--- src/rtl/pipe_seq_ctrl_pkg.sv ---
// pipe_pkg: definitions shared by the pipeline sequencer and the datapath.
//   op_e     - 2-bit opcode (ADD, SUB, LOAD, HALT)
//   state_e  - sequencer state (IDLE, RUN, DRAIN)
//   instr_t  - decoded instruction: op[7:6], rd[5:4], rs_a[3:2], rs_b[1:0]
//   decode() - raw word to instr_t; reads_a()/reads_b() - source usage per op
package pipe_pkg;

  localparam int unsigned REG_AW  = 2;
  localparam int unsigned OP_POS  = 6;
  localparam int unsigned RD_POS  = 4;
  localparam int unsigned RSA_POS = 2;
  localparam int unsigned RSB_POS = 0;

  typedef enum logic [1:0] {
    OP_ADD  = 2'b00,
    OP_SUB  = 2'b01,
    OP_LOAD = 2'b10,
    OP_HALT = 2'b11
  } op_e;

  typedef enum logic [1:0] {
    IDLE,
    RUN,
    DRAIN
  } state_e;

  typedef struct packed {
    op_e               op;
    logic [REG_AW-1:0] rd;
    logic [REG_AW-1:0] rs_a;
    logic [REG_AW-1:0] rs_b;
  } instr_t;

  function automatic instr_t decode(input logic [7:0] w);
    instr_t d;
    d.op   = op_e'(w[OP_POS +: 2]);
    d.rd   = w[RD_POS +: REG_AW];
    d.rs_a = w[RSA_POS +: REG_AW];
    d.rs_b = w[RSB_POS +: REG_AW];
    return d;
  endfunction

  function automatic logic reads_a(input op_e op);
    return op != OP_HALT;
  endfunction

  // LOAD carries an rs_b field but never reads it
  function automatic logic reads_b(input op_e op);
    return (op == OP_ADD) || (op == OP_SUB);
  endfunction

endpackage

--- src/rtl/pipe_seq_ctrl_if.sv ---
// pipe_seq_ctrl_if: sequencer <-> datapath/imem signals.
//   master (sequencer): in start, instr; out pc, if_en, id_ex_en, ex_valid,
//                       wb_we, wb_rd, busy, done, stall_cnt
//   slave  (datapath) : the mirror image
interface pipe_seq_ctrl_if #(
  parameter int unsigned IMEM_DEPTH = 16,
  parameter int unsigned RAW        = 2
);
  localparam int unsigned PCW = $clog2(IMEM_DEPTH);

  logic            start;
  logic [7:0]      instr;
  logic [PCW-1:0]  pc;
  logic            if_en;
  logic            id_ex_en;
  logic            ex_valid;
  logic            wb_we;
  logic [RAW-1:0]  wb_rd;
  logic            busy;
  logic            done;
  logic [7:0]      stall_cnt;

  modport master (
    input  start, instr,
    output pc, if_en, id_ex_en, ex_valid, wb_we, wb_rd, busy, done, stall_cnt
  );

  modport slave (
    output start, instr,
    input  pc, if_en, id_ex_en, ex_valid, wb_we, wb_rd, busy, done, stall_cnt
  );
endinterface

--- src/rtl/pipe_seq_ctrl_scoreboard.sv ---
// pipe_scoreboard: EX/WB valid+rd tracking and RAW hazard detection.
//   clk, reset_n      - clock, async active-low reset
//   id_valid/id_instr - instruction currently in ID
//   id_ex_en          - ID advances into EX this edge (else EX gets a bubble)
//   ex_valid          - EX holds a real instruction
//   wb_valid/wb_rd    - WB holds a real instruction and its destination
//   hazard            - ID source matches a valid EX or WB destination
import pipe_pkg::*;

module pipe_scoreboard (
  input  logic              clk,
  input  logic              reset_n,
  input  logic              id_valid,
  input  instr_t            id_instr,
  input  logic              id_ex_en,
  output logic              ex_valid,
  output logic              wb_valid,
  output logic [REG_AW-1:0] wb_rd,
  output logic              hazard
);

  logic [REG_AW-1:0] ex_rd;
  logic              a_hit;
  logic              b_hit;

  always_ff @(posedge clk or negedge reset_n) begin
    if (!reset_n) begin
      ex_valid <= 1'b0;
      ex_rd    <= '0;
      wb_valid <= 1'b0;
      wb_rd    <= '0;
    end else begin
      ex_valid <= id_ex_en;
      if (id_ex_en) ex_rd <= id_instr.rd;
      wb_valid <= ex_valid;
      if (ex_valid) wb_rd <= ex_rd;
    end
  end

  // WB is included: the register file write only lands at the end of WB
  always_comb begin
    a_hit  = (ex_valid && (ex_rd == id_instr.rs_a)) ||
             (wb_valid && (wb_rd == id_instr.rs_a));
    b_hit  = (ex_valid && (ex_rd == id_instr.rs_b)) ||
             (wb_valid && (wb_rd == id_instr.rs_b));
    hazard = id_valid && ((reads_a(id_instr.op) && a_hit) ||
                          (reads_b(id_instr.op) && b_hit));
  end

endmodule

--- src/rtl/pipe_seq_ctrl.sv ---
// pipe_seq_ctrl: sequencing and hazard control for the 4-stage pipeline.
//   clk, reset_n - clock, async active-low reset
//   bus (master) - start/instr in; pc, if_en, id_ex_en, ex_valid, wb_we,
//                  wb_rd, busy, done, stall_cnt out
// Owns the FSM, fetch PC, ID stage register and stall counter; EX/WB
// tracking and hazard detection live in pipe_scoreboard.
import pipe_pkg::*;

module pipe_seq_ctrl #(
  parameter int unsigned IMEM_DEPTH = 16,
  parameter int unsigned RAW        = 2
) (
  input  logic             clk,
  input  logic             reset_n,
  pipe_seq_ctrl_if.master  bus
);

  localparam int unsigned    PCW     = $clog2(IMEM_DEPTH);
  localparam logic [PCW-1:0] PC_LAST = PCW'(IMEM_DEPTH - 1);

  state_e            state;
  logic [PCW-1:0]    pc_q;
  logic              id_valid;
  instr_t            id_instr;
  logic [7:0]        stall_q;
  logic              busy_q;
  logic              done_q;
  logic              halt_in_id;
  logic              hazard;
  logic              if_en;
  logic              id_ex_en;
  logic              ex_valid;
  logic              wb_valid;
  logic [REG_AW-1:0] wb_rd;

  pipe_scoreboard u_sb (
    .clk      (clk),
    .reset_n  (reset_n),
    .id_valid (id_valid),
    .id_instr (id_instr),
    .id_ex_en (id_ex_en),
    .ex_valid (ex_valid),
    .wb_valid (wb_valid),
    .wb_rd    (wb_rd),
    .hazard   (hazard)
  );

  // HALT is retired in ID: it stops fetch and never moves into EX
  always_comb begin
    halt_in_id = id_valid && (id_instr.op == OP_HALT);
    if_en      = (state == RUN) && !hazard && !halt_in_id;
    id_ex_en   = (state == RUN) && id_valid && !hazard && !halt_in_id;
  end

  always_ff @(posedge clk or negedge reset_n) begin
    if (!reset_n) begin
      state    <= IDLE;
      pc_q     <= '0;
      id_valid <= 1'b0;
      id_instr <= '0;
      stall_q  <= '0;
      busy_q   <= 1'b0;
      done_q   <= 1'b0;
    end else begin
      done_q <= 1'b0;
      case (state)
        IDLE: begin
          if (bus.start) begin
            state    <= RUN;
            pc_q     <= '0;
            stall_q  <= '0;
            id_valid <= 1'b0;
            busy_q   <= 1'b1;
          end
        end
        RUN: begin
          if (halt_in_id) begin
            state    <= DRAIN;
            id_valid <= 1'b0;
          end else if (hazard) begin
            if (stall_q != '1) stall_q <= stall_q + 8'd1;
          end else begin
            id_valid <= 1'b1;
            id_instr <= decode(bus.instr);
            pc_q     <= (pc_q == PC_LAST) ? '0 : pc_q + 1'b1;
          end
        end
        DRAIN: begin
          // EX only receives bubbles here, so an empty EX means the
          // instruction now in WB (if any) is the last one to leave
          if (!ex_valid) begin
            state  <= IDLE;
            busy_q <= 1'b0;
            done_q <= 1'b1;
          end
        end
        default: state <= IDLE;
      endcase
    end
  end

  assign bus.pc        = pc_q;
  assign bus.if_en     = if_en;
  assign bus.id_ex_en  = id_ex_en;
  assign bus.ex_valid  = ex_valid;
  assign bus.wb_we     = wb_valid;
  assign bus.wb_rd     = RAW'(wb_rd);
  assign bus.busy      = busy_q;
  assign bus.done      = done_q;
  assign bus.stall_cnt = stall_q;

endmodule

--- src/flat_wrapper.sv ---
// flat-port wrapper written by rule: the top's interface ports become plain ports
module pipe_seq_ctrl_flat 
#(
  parameter int unsigned IMEM_DEPTH = 16,
  parameter int unsigned RAW        = 2
)
  (clk, reset_n, bus_start, bus_instr, bus_pc, bus_if_en, bus_id_ex_en, bus_ex_valid, bus_wb_we, bus_wb_rd, bus_busy, bus_done, bus_stall_cnt);
  pipe_seq_ctrl_if #(.IMEM_DEPTH(IMEM_DEPTH), .RAW(RAW)) bus_i ();
  input  logic clk;
  input  logic reset_n;
  input wire logic [$bits(bus_i.start)-1:0] bus_start;
  input wire logic [$bits(bus_i.instr)-1:0] bus_instr;
  output wire logic [$bits(bus_i.pc)-1:0] bus_pc;
  output wire logic [$bits(bus_i.if_en)-1:0] bus_if_en;
  output wire logic [$bits(bus_i.id_ex_en)-1:0] bus_id_ex_en;
  output wire logic [$bits(bus_i.ex_valid)-1:0] bus_ex_valid;
  output wire logic [$bits(bus_i.wb_we)-1:0] bus_wb_we;
  output wire logic [$bits(bus_i.wb_rd)-1:0] bus_wb_rd;
  output wire logic [$bits(bus_i.busy)-1:0] bus_busy;
  output wire logic [$bits(bus_i.done)-1:0] bus_done;
  output wire logic [$bits(bus_i.stall_cnt)-1:0] bus_stall_cnt;
  assign bus_i.start = bus_start;
  assign bus_i.instr = bus_instr;
  assign bus_pc = bus_i.pc;
  assign bus_if_en = bus_i.if_en;
  assign bus_id_ex_en = bus_i.id_ex_en;
  assign bus_ex_valid = bus_i.ex_valid;
  assign bus_wb_we = bus_i.wb_we;
  assign bus_wb_rd = bus_i.wb_rd;
  assign bus_busy = bus_i.busy;
  assign bus_done = bus_i.done;
  assign bus_stall_cnt = bus_i.stall_cnt;
  pipe_seq_ctrl #(.IMEM_DEPTH(IMEM_DEPTH), .RAW(RAW)) u_core (.clk(clk), .reset_n(reset_n), .bus(bus_i));
endmodule
--- config.mk ---
export PLATFORM = sky130hd
export DESIGN_NAME = pipe_seq_ctrl_flat
export DESIGN_NICKNAME = d
export VERILOG_FILES = /design/src/rtl/pipe_seq_ctrl_pkg.sv /design/src/rtl/pipe_seq_ctrl_if.sv /design/src/rtl/pipe_seq_ctrl_scoreboard.sv /design/src/rtl/pipe_seq_ctrl.sv /design/src/flat_wrapper.sv
export SDC_FILE = /design/constraint.sdc
export NUM_CORES = 1
export LEC_CHECK = 0
export ABC_AREA = 1
export CORE_UTILIZATION = 45
export CTS_BUF_LIST = sky130_fd_sc_hd__clkbuf_4
export DETAILED_ROUTE_END_ITERATION = 8
export PLACE_DENSITY = 0.7
export SLEW_MARGIN = 15
export SYNTH_ARGS = -nofsm -noshare
export SYNTH_HDL_FRONTEND = slang
export SYNTH_SLANG_ARGS = --single-unit
--- constraint.sdc ---
create_clock -name clk -period 3.9 [get_ports clk]
set_input_delay 0.78 -clock clk [delete_from_list [all_inputs] [get_ports clk]]
set_output_delay 0.78 -clock clk [all_outputs]
set_load 0.02 [all_outputs]
==> results_dict.tcl <==
set metrics [dict create \
    status "completed" \
    synth_top_family_by_area "simple AND/OR/NAND/NOR gates" \
    wl_um 3481 \
    hp-class "flip-flop to flip-flop" \
    power_frac_seq_pct 33.3 \
    cap_violations 0 \
    hold_viol_final 0 \
    crit_path_frequent_cell "nand2_1" \
    grt_pass1_vias 1460 \
    fmax_ghz 0.3299 \
    finClkSkew_ns 0.01307 \
    path_clk_slew_ns 0.09 \
    worstPathArrival_ns 2.25 \
    fin_ws_ns 0.8684 \
    drc 0 \
    hold_buffers 0 \
    layout-drive-gt1-share_pct 8.494 \
    clkSinkCount 31 \
    setup_tns_ns 0 \
    place_hpwl_um 2534 \
    synthAdderAreaFrac_pct 1.494 \
    final_core_util_pct 60.49 \
    port_buffers 30 \
    grt_pass1_wl_um 6368 \
    ant_nets 0 \
    io_pins 31 \
    ys.flop_type "dfrtp_1" \
    fin_cells 305 \
    synth_edf_count 0 \
    yosys.area_share.simple_pct 40.25 \
    diodes 0 \
    synth_xor_area_share_pct 0.5228 \
    pre_cts_slack_ns 1.251 \
    internal_power_mw 0.8868 \
    finalMaxSlewViolations 0 \
    cp.required_ns 3.12 \
    muxShareOfSynthArea_pct 0 \
    swShare_pct 49.16 \
    mappedNetlistArea_um2 1675 \
    critPathSlowestCell "clkdlybuf4s50_1" \
    cts_root_buf "clkbuf_4" \
    switchingPower_mw 0.8573 \
    max-slew-margin-rel_pct 73.48 \
    overflow 0 \
    areaGrowthSynthToFinish_pct 24.27 \
    ctsResizeCount 0 \
    finalNetCount 271 \
    max_stage_delay_ns 0.60 \
    avgRoutedWirePerCell_um 11.41 \
    worstSetupPathType "flip-flop to output pin" \
    path_buf_inv 2 \
    cts_inserted_buffers 5 \
    avgViaCountPerCell 4.852 \
    clkPwrFrac_pct 10.6 \
    die_y_um 63.02 \
    p_per_area_nw_per_um2 837.7 \
    syn-instance-count 221 \
    irDropWorstVdd_uv 434.3 \
    synth-compound-area-share_pct 4.406 \
    start_kind "flip-flop" \
    gp_congestion 0.8310 \
    antenna_found_initial 0 \
    fin_crit_sh_pct 77.73 \
    cts_tree "built" \
    grtUsageTotal_pct 21.07 \
    dr.pass1.iters 4 \
    path_delay_family "simple AND/OR/NAND/NOR gates" \
    drt_iter0_drc 109 \
    regToRegSetupSlack_ns 2.28 \
    crit_chain "nand2_1 > nand2_1 > nand3_1 > nand2_1 > nand2_2 > nand2_2 > nand2_4 > nand3_1 > inv_1 > clkdlybuf4s50_1" \
    pwr-share-comb_pct 56.1 \
    clock_latency_ns 0.34 \
    n_fill_cell 329 \
    critPathCaptureType "output pin" \
    crit_fanout 11 \
    fp.dieArea_um2 3971 \
    dr_total_vias 1480 \
    ys_types 20 \
    synth.avg_cell_area_um2 7.581 \
    ys_warn_count 0 \
    post_cts_buffers 0 \
    leakage_nw 1.058 \
    dp.cells 297 \
    ys_ff_latch 31 \
    fin_crit_ns 3.032 \
    rsz0062_at_grt "false" \
    rows 21 \
    initial_core_util_pct 48.67 \
    seq_area_frac_synth_pct 46.30 \
    timing.hold.ws_ns 0.4864 \
    syn-num-nets 234 \
    setup_viol 0 \
    core_um2 3442 \
    grt_max_degree 32 \
    synth-async-reset-ratio_pct 100.0 \
    cts_max_level 2 \
    tightest_slew_ns 0.3978 \
    die_w_um 63.02 \
    clock_path_buffers 2 \
]
## power groups by stage
stage | sequential (mW) | clock [mW] | combinational, mW
after floorplan | 0.619 | 0 | 0.649
after global placement | 0.587 | 0 | 0.980
after detailed placement | 0.587 | 0 | 0.986
after CTS | 0.581 | 0.193 | 0.991
after global routing | 0.604 | 0.211 | 1.10
final | 0.581 | 0.186 | 0.978
## logic make-up (layout without fill, tap and decap cells)
family,count (synthesis),count (layout)
AND/OR/NAND/NOR,145,145
flip-flops,31,31
buffers and inverters,28,66
AO/OA/AOI/OAI,14,14
adder cells (fa/ha/maj),2,2
XOR/XNOR,1,1
## state kept, by name, summed over array words and instances (netlist names)
name,count
u_core.u_sb.wb_valid,1
u_core.bus.busy,1
u_core.u_sb.ex_rd,2
u_core.u_sb.wb_rd,2
u_core.bus.done,1
u_core.state,2
u_core.bus.pc,4
u_core.id_valid,1
u_core.u_sb.ex_valid,1
u_core.bus.stall_cnt,8
u_core.id_instr,8
## area by class of cell
type                    count  area (um^2)  share of cell area (%)
multi-input cells         162        782.0                   37.56
flip-flops and latches     31        775.7                   37.26
repair buffers             31        307.8                   14.78
inverters                  27        106.4                   5.108
well taps                  46        57.56                   2.764
clock buffers               6        45.04                   2.163
clock inverters             2        7.507                  0.3606
## layer usage
| metal | vias to the layer above | global-route usage, % | routed length (um) |
|---|---|---|---|
| li1 | 767 | - | - |
| met1 | 684 | 25.47 | 1640 |
| met2 | 22 | 33.87 | 1632 |
| met3 | 7 | 7.117 | 151 |
| met4 | 0 | 9.012 | 56 |
| met5 | - | 0 | 0 |
## Yosys cell counts (all sizes together), types with 2 or more instances
master / n / share of area, %
a21oi: 7 / 2.1
dfrtp: 31 / 46
ha: 2 / 1.5
inv: 27 / 6.3
nand2: 102 / 27
nand3: 20 / 6.0
nand4: 3 / 1.1
nor2: 15 / 4.3
nor3: 3 / 0.90
nor3b: 2 / 0.90
o21ai: 7 / 2.3
## layout by cell type, fill, tap and decap left out, types with 4 or more instances in the layout
cell type        Yosys  routed
inv_1               23      23
clkdlybuf4s50_1      0      30
clkbuf_4             0       6
nor2_1              14      14
nand2_4              4       4
o21ai_0              6       6
a21oi_1              7       7
nand2_1             93      93
nand3_1             20      20
dfrtp_1             31      31
## tightest hold or removal path, cell delays in order, from the launching register on
cell	delay [ns]
dfrtp_1	0.35
nand2_1	0.05
nand2_1	0.05
## path summary, 6_finish.rpt
| kind | cells past startpoint | to | from |
|---|---|---|---|
| worst max-delay path | 10 | bus_id_ex_en | u_core.u_sb.ex_valid |
| worst min-delay path | 2 | u_core.id_instr[6] | u_core.id_instr[6] |
| worst max register to register | 11 | u_core.bus.stall_cnt[2] | u_core.bus.stall_cnt[0] |
| worst min register to register | 2 | u_core.id_instr[6] | u_core.id_instr[6] |
| max in group asynchronous | 2 | u_core.id_instr[5] | reset_n |
| min in group asynchronous | 2 | u_core.id_instr[2] | reset_n |
## stage by stage
step | power [mW] | cell area (um^2)
detailed placement | 1.573 | 2029
global placement | 1.567 | 2029
global route | 1.913 | 2082
finish | 1.744 | 2082
floorplan | 1.268 | 1675
CTS | 1.765 | 2082
No activity file was read; power rests on OpenSTA's default activity.
